==> src/rtl/crossover_sched.sv <==
// ============================================================================
// Module   : crossover_sched
// Purpose  : Sequences one child-genome crossover job. It reads parent gene
//            pairs, streams them through an external crossover/perturb
//            datapath, and buffers the results in a skid FIFO. The FIFO then
//            drains into the child gene memory under ready/valid handshake.
// Revision : 1.0 - initial release
// ============================================================================
`default_nettype none

module crossover_sched #(
    parameter int GENE_SZ    = 64,
    parameter int ATTR_SZ    = 8,
    parameter int ADDR_SZ    = 8,
    parameter int FIFO_DEPTH = 8
) (
    input  logic               clk,
    input  logic               rst,
    // control side
    input  logic               start,
    input  logic [GENE_SZ-1:0] cfg_word,
    input  logic [ATTR_SZ-1:0] child_id,
    input  logic [ADDR_SZ-1:0] num_genes,
    output logic               busy,
    output logic               done,
    // parent gene memories (1-cycle read latency)
    output logic               rd_en,
    output logic [ADDR_SZ-1:0] rd_addr,
    input  logic [GENE_SZ-1:0] rd_data1,
    input  logic [GENE_SZ-1:0] rd_data2,
    // crossover/perturb datapath
    output logic               dp_setup,
    output logic               dp_bubble,
    output logic               dp_bias,
    output logic [GENE_SZ-1:0] dp_data_in1,
    output logic [GENE_SZ-1:0] dp_data_in2,
    output logic [GENE_SZ-1:0] dp_gene1,
    output logic [GENE_SZ-1:0] dp_gene2,
    input  logic [GENE_SZ-1:0] dp_child_gene,
    // child memory write
    output logic               wr_valid,
    input  logic               wr_ready,
    output logic [ADDR_SZ-1:0] wr_addr,
    output logic [GENE_SZ-1:0] wr_data
);

    localparam int PTR_W = (FIFO_DEPTH > 1) ? $clog2(FIFO_DEPTH) : 1;
    // Wide enough for fifo_count plus the three in-flight stages.
    localparam int CNT_W = $clog2(FIFO_DEPTH) + 2;
    localparam logic [CNT_W-1:0] DEPTH_C  = CNT_W'(FIFO_DEPTH);
    localparam logic [PTR_W-1:0] PTR_LAST = PTR_W'(FIFO_DEPTH - 1);

    typedef enum logic [2:0] {
        S_IDLE  = 3'd0,
        S_SETUP = 3'd1,
        S_RUN   = 3'd2,
        S_DRAIN = 3'd3,
        S_DONE  = 3'd4
    } state_t;

    state_t             state_q,    state_d;
    logic [GENE_SZ-1:0] cfg_q,      cfg_d;
    logic [ATTR_SZ-1:0] id_q,       id_d;
    logic [ADDR_SZ-1:0] num_q,      num_d;
    logic               bias_q,     bias_d;
    logic [ADDR_SZ-1:0] rd_idx_q,   rd_idx_d;
    logic [ADDR_SZ-1:0] wr_idx_q,   wr_idx_d;
    // flight_q[k] marks a gene issued k+1 cycles ago; stage 0 is the issue itself.
    logic [2:0]         flight_q,   flight_d;
    logic [CNT_W-1:0]   fifo_count_q, fifo_count_d;
    logic [PTR_W-1:0]   wptr_q,     wptr_d;
    logic [PTR_W-1:0]   rptr_q,     rptr_d;
    logic               busy_q,     busy_d;
    logic               done_q,     done_d;
    logic               setup_q,    setup_d;
    logic               bubble_q,   bubble_d;
    logic [GENE_SZ-1:0] fifo_mem_q [FIFO_DEPTH];

    logic [CNT_W-1:0]   occupancy;
    logic               issue;
    logic               push;
    logic               pop;

    // Genes committed but not yet written: FIFO contents plus in-flight stages.
    assign occupancy = fifo_count_q + CNT_W'(flight_q[0]) + CNT_W'(flight_q[1])
                     + CNT_W'(flight_q[2]);
    assign issue = (state_q == S_RUN) && (rd_idx_q < num_q) && (occupancy < DEPTH_C);
    assign push  = flight_q[2];
    assign pop   = (fifo_count_q != '0) && wr_ready;

    assign busy        = busy_q;
    assign done        = done_q;
    assign rd_en       = issue;
    assign rd_addr     = rd_idx_q;
    assign dp_setup    = setup_q;
    assign dp_bubble   = bubble_q;
    assign dp_bias     = bias_q;
    assign dp_data_in1 = cfg_q;
    assign dp_data_in2 = {{(GENE_SZ-ATTR_SZ){1'b0}}, id_q};
    assign dp_gene1    = rd_data1;
    assign dp_gene2    = rd_data2;
    assign wr_valid    = (fifo_count_q != '0);
    assign wr_addr     = wr_idx_q;
    assign wr_data     = fifo_mem_q[rptr_q];

    // Next-state, counters, FIFO bookkeeping and the registered strobes.
    always_comb begin
        state_d      = state_q;
        cfg_d        = cfg_q;
        id_d         = id_q;
        num_d        = num_q;
        bias_d       = bias_q;
        rd_idx_d     = rd_idx_q + ADDR_SZ'(issue);
        wr_idx_d     = wr_idx_q + ADDR_SZ'(pop);
        flight_d     = {flight_q[1:0], issue};
        fifo_count_d = fifo_count_q;
        wptr_d       = wptr_q;
        rptr_d       = rptr_q;

        case (state_q)
            S_IDLE: begin
                if (start) begin
                    cfg_d    = cfg_word;
                    id_d     = child_id;
                    num_d    = num_genes;
                    bias_d   = cfg_word[GENE_SZ-9 -: 8] > cfg_word[GENE_SZ-1 -: 8];
                    rd_idx_d = '0;
                    wr_idx_d = '0;
                    state_d  = S_SETUP;
                end
            end
            S_SETUP: state_d = (num_q == '0) ? S_DRAIN : S_RUN;
            S_RUN: begin
                if (issue && ((rd_idx_q + ADDR_SZ'(1)) == num_q)) begin
                    state_d = S_DRAIN;
                end
            end
            S_DRAIN: begin
                if ((flight_q == 3'b000) && (fifo_count_q == '0) && (wr_idx_q == num_q)) begin
                    state_d = S_DONE;
                end
            end
            S_DONE:  state_d = S_IDLE;
            default: state_d = S_IDLE;
        endcase

        if (push) begin
            wptr_d = (wptr_q == PTR_LAST) ? '0 : wptr_q + PTR_W'(1);
        end
        if (pop) begin
            rptr_d = (rptr_q == PTR_LAST) ? '0 : rptr_q + PTR_W'(1);
        end
        case ({push, pop})
            2'b10:   fifo_count_d = fifo_count_q + CNT_W'(1);
            2'b01:   fifo_count_d = fifo_count_q - CNT_W'(1);
            default: fifo_count_d = fifo_count_q;
        endcase

        busy_d   = (state_d != S_IDLE);
        done_d   = (state_d == S_DONE);
        setup_d  = (state_d == S_SETUP);
        bubble_d = !issue;
    end

    // All control state; an asserted reset abandons any job in progress.
    always_ff @(posedge clk or posedge rst) begin
        if (rst) begin
            state_q      <= S_IDLE;
            cfg_q        <= '0;
            id_q         <= '0;
            num_q        <= '0;
            bias_q       <= 1'b0;
            rd_idx_q     <= '0;
            wr_idx_q     <= '0;
            flight_q     <= '0;
            fifo_count_q <= '0;
            wptr_q       <= '0;
            rptr_q       <= '0;
            busy_q       <= 1'b0;
            done_q       <= 1'b0;
            setup_q      <= 1'b0;
            bubble_q     <= 1'b1;
        end else begin
            state_q      <= state_d;
            cfg_q        <= cfg_d;
            id_q         <= id_d;
            num_q        <= num_d;
            bias_q       <= bias_d;
            rd_idx_q     <= rd_idx_d;
            wr_idx_q     <= wr_idx_d;
            flight_q     <= flight_d;
            fifo_count_q <= fifo_count_d;
            wptr_q       <= wptr_d;
            rptr_q       <= rptr_d;
            busy_q       <= busy_d;
            done_q       <= done_d;
            setup_q      <= setup_d;
            bubble_q     <= bubble_d;
        end
    end

    // Child gene storage; contents are only meaningful below fifo_count_q.
    always_ff @(posedge clk) begin
        if (push) begin
            fifo_mem_q[wptr_q] <= dp_child_gene;
        end
    end

`ifndef SYNTHESIS
    // The issue throttle guarantees room for every in-flight gene.
    a_no_overflow: assert property (@(posedge clk) disable iff (rst)
        !(push && (fifo_count_q == DEPTH_C)));
`endif

endmodule

`default_nettype wire

==> config.mk <==
export PLATFORM = sky130hd
export DESIGN_NAME = crossover_sched
export DESIGN_NICKNAME = d
export VERILOG_FILES = /design/src/rtl/crossover_sched.sv
export SDC_FILE = /design/constraint.sdc
export NUM_CORES = 1
export LEC_CHECK = 0
export BUFFER_PORTS_ARGS = -buffer_cell sky130_fd_sc_hd__buf_2
export CORE_ASPECT_RATIO = 0.7
export CORE_MARGIN = 2
export CORE_UTILIZATION = 41
export DETAILED_ROUTE_END_ITERATION = 7
export PLACE_DENSITY = 0.71
export SLEW_MARGIN = 10
export SYNTH_ARGS = -nofsm -noshare
export SYNTH_HDL_FRONTEND = slang
export SYNTH_SLANG_ARGS = --single-unit
==> constraint.sdc <==
create_clock -name clk -period 16.02 [get_ports clk]
set_clock_uncertainty 0.2 [all_clocks]
set_input_delay 1.602 -clock clk [delete_from_list [all_inputs] [get_ports clk]]
set_output_delay 1.602 -clock clk [all_outputs]
set_load 0.1 [all_outputs]
Word-level counts from Yosys, hierarchy flattened
Memories as Yosys holds them, arrays and structs flattened. Index checks and enable logic that the tools add are counted.

Logic and storage cells: 69. Memories kept: 1. Output and inout port bits: 343. Register bits after elaboration: 118. Memory bits (writable): 512. Input port bits: 276.

Memories: fifo_mem_q (words 8, bits a word 64, read ports 1, clocked after memory_dff 0, wr ports 1, line 77) `logic [GENE_SZ-1:0] fifo_mem_q [FIFO_DEPTH];`.

Mux-type cells: 14. Eq/ne operators: 11. Reductions and logical operators: 15. $add $sub $neg: 10. Magnitude comparators: 3.

Operators with widths (number): 8-bit 2-to-1 mux (4); 8-bit by 1-bit adder with 8-bit output (2); 8-bit equality test (2); 5-bit by 1-bit adder with 5-bit output (3); 3-bit 2-to-1 mux (5); 3-bit one-hot mux with 4 select lines (1); 5-bit one-hot mux with 2 select lines (1); 3-bit equality test (second input constant) (3); 8-bit by 1-bit adder with 8-bit output (second input constant) (1); 8-bit > comparator (1); 8-bit logical NOT (1); 8-bit less-than comparator (1); 3-bit by 1-bit adder with 3-bit output (second input constant) (2); 3-bit by 1-bit equality test with 1-bit output (second input constant) (2); 3-bit by 2-bit equality test with 1-bit output (second input constant) (2); 1-bit logical AND (6); 3-bit logical NOT (2); 5-bit by 1-bit adder with 5-bit output (second input constant) (1); 5-bit logical NOT (1); 5-bit by 4-bit less-than comparator with 1-bit output (second input constant) (1); 5-bit nonzero test (1); 5-bit by 1-bit subtractor with 5-bit output (second input constant) (1); 1-bit 2-to-1 mux (3); 3-bit nonzero test (1); other kinds (5) (5).

Depth between registers and ports, before layout
Gate-level depths: netlist of run 1.

Depth in word-level cells: 9. Mapped depth: 13. Gate-level depth less buffers: 13.

Worst setup path before layout of run 1
Ideal clock, no wire load.

Path type: reg-to-output. Start: register rd_idx_q[1] (netlist: rd_addr[1]). End: output port rd_en. Required time: 14.218 ns. Slack: 10.271 ns. Arrival time: 3.947 ns. Stages on the path, launching flop included: 6. Path through: dfrtp_1 > ha_1 > nor2b_1 > o211ai_1 > a21oi_1 > nor3_1.

Longest elaborated chain between the ends: 3.

RTL lines: start, declared (line 66) `logic [ADDR_SZ-1:0] rd_idx_q, rd_idx_d;`; start signal, assigned (line 189) `rd_idx_q <= rd_idx_d;`; 8-bit less-than comparator (line 87) `assign issue = (state_q == S_RUN) && (rd_idx_q < num_q) && (occupancy < DEPTH_C);`; 1-bit logical AND (2 in series) (line 87); end, declared (line 27) `output logic rd_en,`.

Every way passes these cells.

Worst setup path in the final report of run 1
Start: register rptr_q[0]. End: output port wr_data[0].

Longest elaborated chain between the ends: 1.

RTL lines: start, declared (line 72) `logic [PTR_W-1:0] rptr_q, rptr_d;`; start signal, assigned (line 194) `rptr_q <= rptr_d;`; memory read 8 x 64 bit; end, declared (line 44) `output logic [GENE_SZ-1:0] wr_data`.

Every way passes these cells.

==> results by stage, run 1 <==
Layout:
- Leaving out fill and tap cells, the most frequent cells in the layout are 512 x sky130_fd_sc_hd__edfxtp_1, 306 x sky130_fd_sc_hd__buf_2, 139 x sky130_fd_sc_hd__mux2_2, 128 x sky130_fd_sc_hd__mux4_2, 114 x sky130_fd_sc_hd__dfrtp_1.
- Cells fill 46.4% of the core in the end.
- The ratio of cells with drive above 1 in the final layout is 42.7%.
- The final cell area excluding filler cells is 29200 µm².
- Leaving out fill and tap cells, the most frequent cell in the layout is sky130_fd_sc_hd__edfxtp_1.
- The synthesis-to-layout area growth is 12.2%.
- The layout has 5291 filler cells.
- In the final design database the tool counted 1888 nets.

Pwr:
- The share of power burned in combinational logic is 41.3%.
- For this design the static power due to leakage is 0.0107 µW.
- In this run the power density over the cells is 200 nW/µm².
- The internal portion of the total power is 3330 µW.
- The reported net switching power is 2530 µW.
- The part of the total power dissipated in sequential elements is 35.8%.
- The clock network is responsible for 22.9% of the overall power.
- The worst ir drop on vdd is 0.160 mV.
- The switching fraction of total power is 43.2%.

GRT:
- The first global-routing pass estimated 82000 µm of wire.
- The via count of the first global-routing pass is 13376.
- The number of antenna violations at the first check in global routing is 8.
- Entering global routing, the biggest net connects 85 pins.
- The all-layer global routing usage is 16.5%.
- Summed over all layers, the global routing overflow is 0.

Setup path:
- The setup check on the worst reg-to-reg path leaves a slack of 12.39 ns.
- The start point of the critical path is rptr_q[0].
- The critical path is of the register to primary output type.
- The cell with the most instances on the worst path is sky130_fd_sc_hd__buf_4.
- In this design, the stage delay of the slowest critical-path cell is 0.91 ns.
- The number of buffers and inverters on the critical path is 3.
- Data on the critical path arrives at its endpoint at 4.59 ns.
- The count of cell instances traversed by the critical path is 5.
- The slowest stage of the critical path belongs to the cell sky130_fd_sc_hd__buf_4.
- The required time reported for the critical path endpoint is 14.22 ns.
- The cell family contributing the most delay on the critical path is buffers and inverters.
- The signal on the critical path passes through buf_4 -> buf_4 -> mux4_2 -> mux2_2 -> buf_2.
- In this run the critical register-to-register path is captured at rd_addr[6].
- The worst register-to-register path begins at flight_q[0].
- The kind of capture point of the worst setup path is a primary output.
- The depth of the worst register-to-register path is 11.
- Along the worst path, the maximum fanout reaches 51.
- STA classifies the critical path startpoint as a register.

Logic synthesis:
- Synthesis produced 1373 cells.
- For this run, the number of Yosys warnings is 0.
- Each instance of the synthesized netlist takes up on average 19.0 µm².
- The number of enable-type register cells in the synthesized netlist is 512.
- The fraction of registers with async set or reset after synthesis is 18.7%.
- The most instantiated flip-flop cell in the synthesis netlist is sky130_fd_sc_hd__edfxtp_1.
- The synthesized design contains 630 register bits.
- Sorting the synthesized cells by area gives the leading types as sky130_fd_sc_hd__edfxtp_1 59%, sky130_fd_sc_hd__dfrtp_1 11%, sky130_fd_sc_hd__mux4_2 11%, sky130_fd_sc_hd__mux2_2 6.0%, sky130_fd_sc_hd__buf_4 5.3%.
- The cell type with the largest total area after synthesis is sky130_fd_sc_hd__edfxtp_1.
- The portion of synthesized cell area occupied by the leading cell type is 59.0%.
- The sequential area share after synthesis is 70.3%.
- The synthesized area is 26100 µm².
- The number of distinct library cell variants in the gate-level netlist after synthesis is 46.

STA:
- The clock period minus final worst setup slack is 6.39 ns.
- The number of max-slew violations in the final report is 0.
- The maximum clock rate is 157 MHz.
- The setup TNS after final layout is 0 ns.
- The final count of hold timing violations is 0.
- Setup repair after global routing left no endpoint under its margin.
- The number of failing setup endpoints in the final timing report is 0.
- The max-slew headroom at the worst pin is 25.9%.
- At the pin with the least slew margin, the transition time is 1.11 ns.
- The portion of the clock cycle consumed by the worst path in the final layout is 39.9%.

Floorplanning:
- The placeable core region is 63000 µm².
- The area of the die is 65600 µm².
- The die is 215 µm tall.
- The effective utilization at floorplan is 41.4%.
- Row generation in the floorplan step produced 77 rows.
- The top-level port count is 619.
- The die outline width is 305 µm.

Route:
- In the routed design, unresolved DRC markers number 0.
- The routed via count is 12702.
- The wire length per cell is 22.3 µm.
- The first-pass detailed-route iteration total is 5.
- The routed via count divided by cell count is 5.17.
- The overall routed net length is 54800 µm.
- The number of antenna-violating nets in the routed design is 0.
- The initial detailed-routing violation count is 1047.

Clock network:
- The buffer depth of the longest clock path is 3.
- The number of sinks handled by clock tree synthesis is 630.
- The later pin in the worst-skew pair is clocked with a latency of 0.63 ns.
- The number of buffers added for setup after CTS is 0.
- The CTS tree is built.
- Clock-pin slew was measured on the worst setup and hold paths at 0.07 ns.
- The cell chosen for the clock root is sky130_fd_sc_hd__clkbuf_16.
- Once the clock tree was built, the resizer swapped 0 gates to a different size.
- The H-tree generated during clock tree synthesis spans 2 levels.
- The total CTS buffers is 58.
- The number of buffers added to fix hold violations after cts is 0.

Place:
- The number of port buffers is 306.
- The post-detailed-placement cell area is 27400 µm².
- The congestion estimate from routability-driven global placement came to 0.822.
- Detailed placement finished with a half-perimeter wire length of 32600 µm.

Worst hold path:
- For hold timing, the worst endpoint is flight_q[1].
- The worst hold path depth is 0.
- The worst hold path begins at flight_q[0].
- In this run the worst hold path is classified as register to register.

Flow run:
- The reported max-cap violation count is 0.

Status:
- The flow ran to the end, and the final reports show no timing, DRC or antenna violations.
worst reg2reg max path, stage by stage (launching register included):
cell and delay, ns:
sky130_fd_sc_hd__dfrtp_1 0.41, sky130_fd_sc_hd__fa_1 0.43, sky130_fd_sc_hd__ha_1 0.28, sky130_fd_sc_hd__a31o_1 0.23, sky130_fd_sc_hd__a211oi_1 0.24, sky130_fd_sc_hd__a21oi_1 0.09, sky130_fd_sc_hd__nor3_1 0.62, sky130_fd_sc_hd__ha_1 0.29
sky130_fd_sc_hd__ha_1 0.21, sky130_fd_sc_hd__nand2_1 0.08, sky130_fd_sc_hd__or3_1 0.32, sky130_fd_sc_hd__a21oi_1 0.16
cell families (layout without fill, tap and decap cells):
group / after synthesis / count (layout) / share of synthesized area, %
AND/OR/NAND/NOR: 100 / 100 / 1.94
adder cells (fa/ha/maj): 33 / 33 / 1.64
flip-flops: 630 / 630 / 70.3
XOR/XNOR: 29 / 29 / 0.975
buffers and inverters: 263 / 461 / 6.85
AO/OA/AOI/OAI: 50 / 50 / 1.16
multiplexers: 267 / 267 / 17.1
other: 1 / 59 / 0.0144
state kept, by name (all words and copies together), names as in the netlist:
register,flops
dp_bias,1
done,1
flight_q,3
fifo_mem_q,512
num_q,8
fifo_count_q,5
busy,1
state_q,3
wptr_q,3
wr_addr,8
id_q,8
rd_addr,8
dp_data_in1,64
dp_setup,1
dp_bubble,1
rptr_q,3
layout make-up:
cell class                      instances  area, µm²  share of cell area [%]
Timing Repair Buffer                  325       1680                    5.74
Sequential cell                       630      18300                    62.7
Tap cell                              829       1040                    3.55
Antenna cell                            3       7.51                  0.0257
Clock inverter                         33        267                   0.912
Inverter                               29        111                   0.381
Clock buffer                           74       1590                    5.43
Multi-Input combinational cell        535       6200                    21.2
worst max-delay path by stage:
stage                        endpoint  slack (ns)
after global placement    wr_data[58]       10.16
final                      wr_data[0]        9.63
after CTS                  wr_data[0]        9.40
after floorplan                 rd_en       10.27
after detailed placement   wr_data[0]       10.12
after global routing      wr_data[58]        9.19
through the flow:
stage	hold WS (ns)	std cells	power, µW	setup WS (ns)
after detailed placement	0.227	2347	4580	10.12
after CTS	0.245	2454	5940	9.40
after global placement	0.215	2347	4550	10.16
after floorplan	0.205	1428	4310	10.27
after global routing	0.263	2455	6100	9.19
final	0.244	2458	5860	9.63
cells in the mapped netlist, types with 3 or more instances:
cell	number
sky130_fd_sc_hd__edfxtp_1	512
sky130_fd_sc_hd__buf_4	185
sky130_fd_sc_hd__mux2_2	139
sky130_fd_sc_hd__mux4_2	128
sky130_fd_sc_hd__dfrtp_1	117
sky130_fd_sc_hd__ha_1	31
sky130_fd_sc_hd__inv_1	29
sky130_fd_sc_hd__nand2_1	27
sky130_fd_sc_hd__nor2_1	25
sky130_fd_sc_hd__clkbuf_1	20
sky130_fd_sc_hd__buf_2	17
sky130_fd_sc_hd__o21ai_0	17
sky130_fd_sc_hd__xor2_1	17
sky130_fd_sc_hd__xnor2_1	12
sky130_fd_sc_hd__a21oi_1	11
sky130_fd_sc_hd__buf_6	11
sky130_fd_sc_hd__nand3_1	8
sky130_fd_sc_hd__nand2b_1	6
sky130_fd_sc_hd__nor2b_1	6
sky130_fd_sc_hd__nor3_1	6
sky130_fd_sc_hd__a21o_1	5
sky130_fd_sc_hd__nor4_1	5
sky130_fd_sc_hd__a31oi_1	3
sky130_fd_sc_hd__and3_1	3
sky130_fd_sc_hd__nand4_1	3
sky130_fd_sc_hd__o211ai_1	3
per-layer routing:
layer	global-route usage [%]	routed length [µm]	vias to the layer above	part of all wire, %
met5	1.67	61	-	0.11
met4	4.50	1160	6	2.1
met2	26.0	25700	502	47
li1	-	-	5495	-
met3	5.42	4290	82	7.8
met1	22.0	23600	6617	43
power by group through the flow:
stage / clock [µW] / combinational, µW / sequential (µW)
after floorplan: 0 / 2050 / 2270
after global routing: 1450 / 2530 / 2120
after global placement: 0 / 2420 / 2130
after detailed placement: 0 / 2440 / 2130
final: 1340 / 2420 / 2100
after CTS: 1390 / 2450 / 2100
Note: power is estimated with default switching activity, not from simulation.
==> run 2, diff against run 1 <==
clock period = 6.7 ns   (was 16.02 ns; I/O delays follow)
==> results by stage, run 2 (synthesized netlist as in run 1, its figures left out) <==
Layout:
- The area growth from synthesis to layout is 13.3%.
- The final cell area excluding filler cells is 29500 µm².
- The most common cell after layout, fill and taps aside is sky130_fd_sc_hd__edfxtp_1.
- The number of flip-flops under the largest register name is 512.
- Leaving out fill and tap cells, the most frequent cells in the layout are 512 x sky130_fd_sc_hd__edfxtp_1, 306 x sky130_fd_sc_hd__buf_2, 139 x sky130_fd_sc_hd__mux2_2, 128 x sky130_fd_sc_hd__mux4_2, 114 x sky130_fd_sc_hd__dfrtp_1.
- The count of nets after finishing is 1889.
- The ratio of cells with drive above 1 in the final layout is 42.9%.
- The register name with the most flops is fifo_mem_q.

Worst hold path:
- The worst min-delay path class is input pin to register.

Route:
- The overall routed net length is 54700 µm.
- After detailed routing, the average wire length per cell comes to 22.2 µm.
- In this run, the number of DRC markers left after iteration 0 of detailed routing was 829.
- The first-pass detailed-route iteration total is 6.
- The routed via count divided by cell count is 5.12.
- The detailed router placed 12624 vias in this run.
- In the routed design, unresolved DRC markers number 0.
- The detail route stage leaves a number of antenna-violating nets equal to 0.

Place:
- The post-detailed-placement cell area is 27400 µm².
- Port buffering added 306 buffers.
- The final HPWL from detailed placement is 32600 µm.
- OpenSTA, run right after detailed placement, puts the worst setup slack at 3.05 ns.
- The congestion estimate from routability-driven global placement came to 0.810.

GRT:
- The via count of the first global-routing pass was 13361.
- The pin count of the biggest net entering global routing is 77.
- The number of antenna violations at the first check in global routing is 6.
- For this run the aggregate overflow at the end of global routing stands at 0.
- The all-layer global routing usage is 16.5%.
- The first global-routing pass estimated 82400 µm of wire.

Pwr:
- The leakage power is 0.0108 µW.
- The total power density per cell area is 488 nW/µm².
- Across the VDD grid, the largest voltage drop is 0.309 mV.

Clock network:
- The clock latency at the later pin of the worst-skew pair is 0.61 ns.
- The buffer depth of the longest clock path is 3.
- TritonCTS built the clock tree.
- The cell chosen for the clock root is sky130_fd_sc_hd__clkbuf_16.
- The total CTS buffers is 60.
- The number of buffers added for setup after CTS is 0.
- Clock tree synthesis found a total of 630 sinks.
- The deepest level of the CTS H-tree is 2.
- After clock tree synthesis, the clock-pin slew on the worst setup and hold paths is 0.06 ns.

Status:
- The run finished with clean final reports.

Setup path:
- The number of buffers and inverters on the critical path is 1.
- The maximum fanout encountered on the critical timing path is 5.
- STA puts the critical path data required time at 5.83 ns.
- Data arrives at the worst endpoint at 3.36 ns.
- The kind of cell with the highest combined delay along the critical path is adder cells.
- The kind of capture point of the worst setup path is a primary output.
- The critical-path cell with the highest stage delay is sky130_fd_sc_hd__nor3_1.
- In this design, the stage delay of the slowest critical-path cell is 0.55 ns.
- The critical path goes through fa_1 -> ha_1 -> a31o_1 -> a211oi_1 -> a21oi_1 -> nor3_1 -> buf_2.
- The worst setup path is launched from a register.
- The startpoint-to-endpoint class of the critical path is register to primary output.

STA:
- For the pin with the worst max-slew slack, the measured transition is 1.05 ns.
- In the post-route analysis, the smallest setup slack over all paths is 2.47 ns.
- The final count of hold timing violations is 0.
- The smallest clock period supported by the final layout is computed as 4.23 ns.
- The maximum clock rate is 236 MHz.
- The max-slew headroom at the worst pin is 29.7%.
- In the final timing run, aggregate negative setup slack is 0 ns.
- The final critical path takes up 63.2% of the cycle.
- The number of failing setup endpoints in the final timing report is 0.
- Setup repair after global routing left no endpoint under its margin.
- The number of max-slew violations in the final report is 0.

Floorplanning:
- The floorplan step set the die height to 215 µm.
- The floorplan step defined a die boundary enclosing 65600 µm².
- The total number of placement rows is 77.
- The top-level port count is 619.
- The core region is 63000 µm².
- The die is 305 µm wide.
- Once the floorplan was initialized, standard cells occupied 41.4% of the core.

Flow run:
- Across the run, the number of max-cap violations was 0.
-- run 2: cell types whose count changed in the layout (fill, tap and decap cells not counted), moves of 3 or more --
cell / change
sky130_fd_sc_hd__buf_4: -3
sky130_fd_sc_hd__bufinv_16: +8
sky130_fd_sc_hd__clkinv_4: -5
sky130_fd_sc_hd__inv_6: +3
-- run 2: path summary, 6_finish.rpt --
check / from / to / slack, ns / cells past startpoint
setup reg to reg: flight_q[0] / rd_addr[6] / 3.16 / 11
max in group asynchronous: rst / rptr_q[0] / 4.29 / 4
min in group asynchronous: rst / dp_data_in1[30] / 0.45 / 3
setup / recovery: flight_q[0] / rd_en / 2.47 / 7
hold / removal: num_genes[1] / num_q[1] / 0.07 / 3
hold reg to reg: flight_q[1] / flight_q[2] / 0.24 / 0
-- run 2: worst min-delay path: stages --
cell and delay (ns):
sky130_fd_sc_hd__buf_2 0.08, sky130_fd_sc_hd__nand2_1 0.04, sky130_fd_sc_hd__o21ai_0 0.06
-- run 2: layout make-up --
class	count	area (µm²)
clock inverters	37	499
flip-flops and latches	630	18300
well taps	829	1040
multi-input cells	535	6200
fillers	5277	33500
repair buffers	324	1690
diodes	5	12.5
inverters	29	111
clock buffers	77	1640
-- run 2: where the power goes --
group	switching, µW	internal, µW	leakage, µW
logic	4260	1510	0.00370
registers	389	4660	0.00610
clock network	1450	2160	0.00104
-- run 2: what timing repair did --
item,4_1_cts,5_1_grt
hold buffers,1,0
gates resized for setup,0,0
hold endpoints to repair,42,0
-- run 2: through the flow --
stage                     hold WS, ns  util, %  instances  power [µW]
after detailed placement        0.232     43.5       2346       11000
after global placement          0.214     43.5       2346       10900
final                          0.0740     46.9       2466       14400
after CTS                      0.0267     46.9       2461       14600
after floorplan                 0.205        -       1428       10300
after global routing           0.0451     46.9       2462       15000
-- run 2: routing by layer --
layer	part of all wire (%)	global-route usage, %	vias up
li1	-	-	5513
met1	45	22.8	6551
met2	46	25.0	471
met3	7.9	5.75	81
met4	1.6	3.96	8
met5	0.13	1.53	-
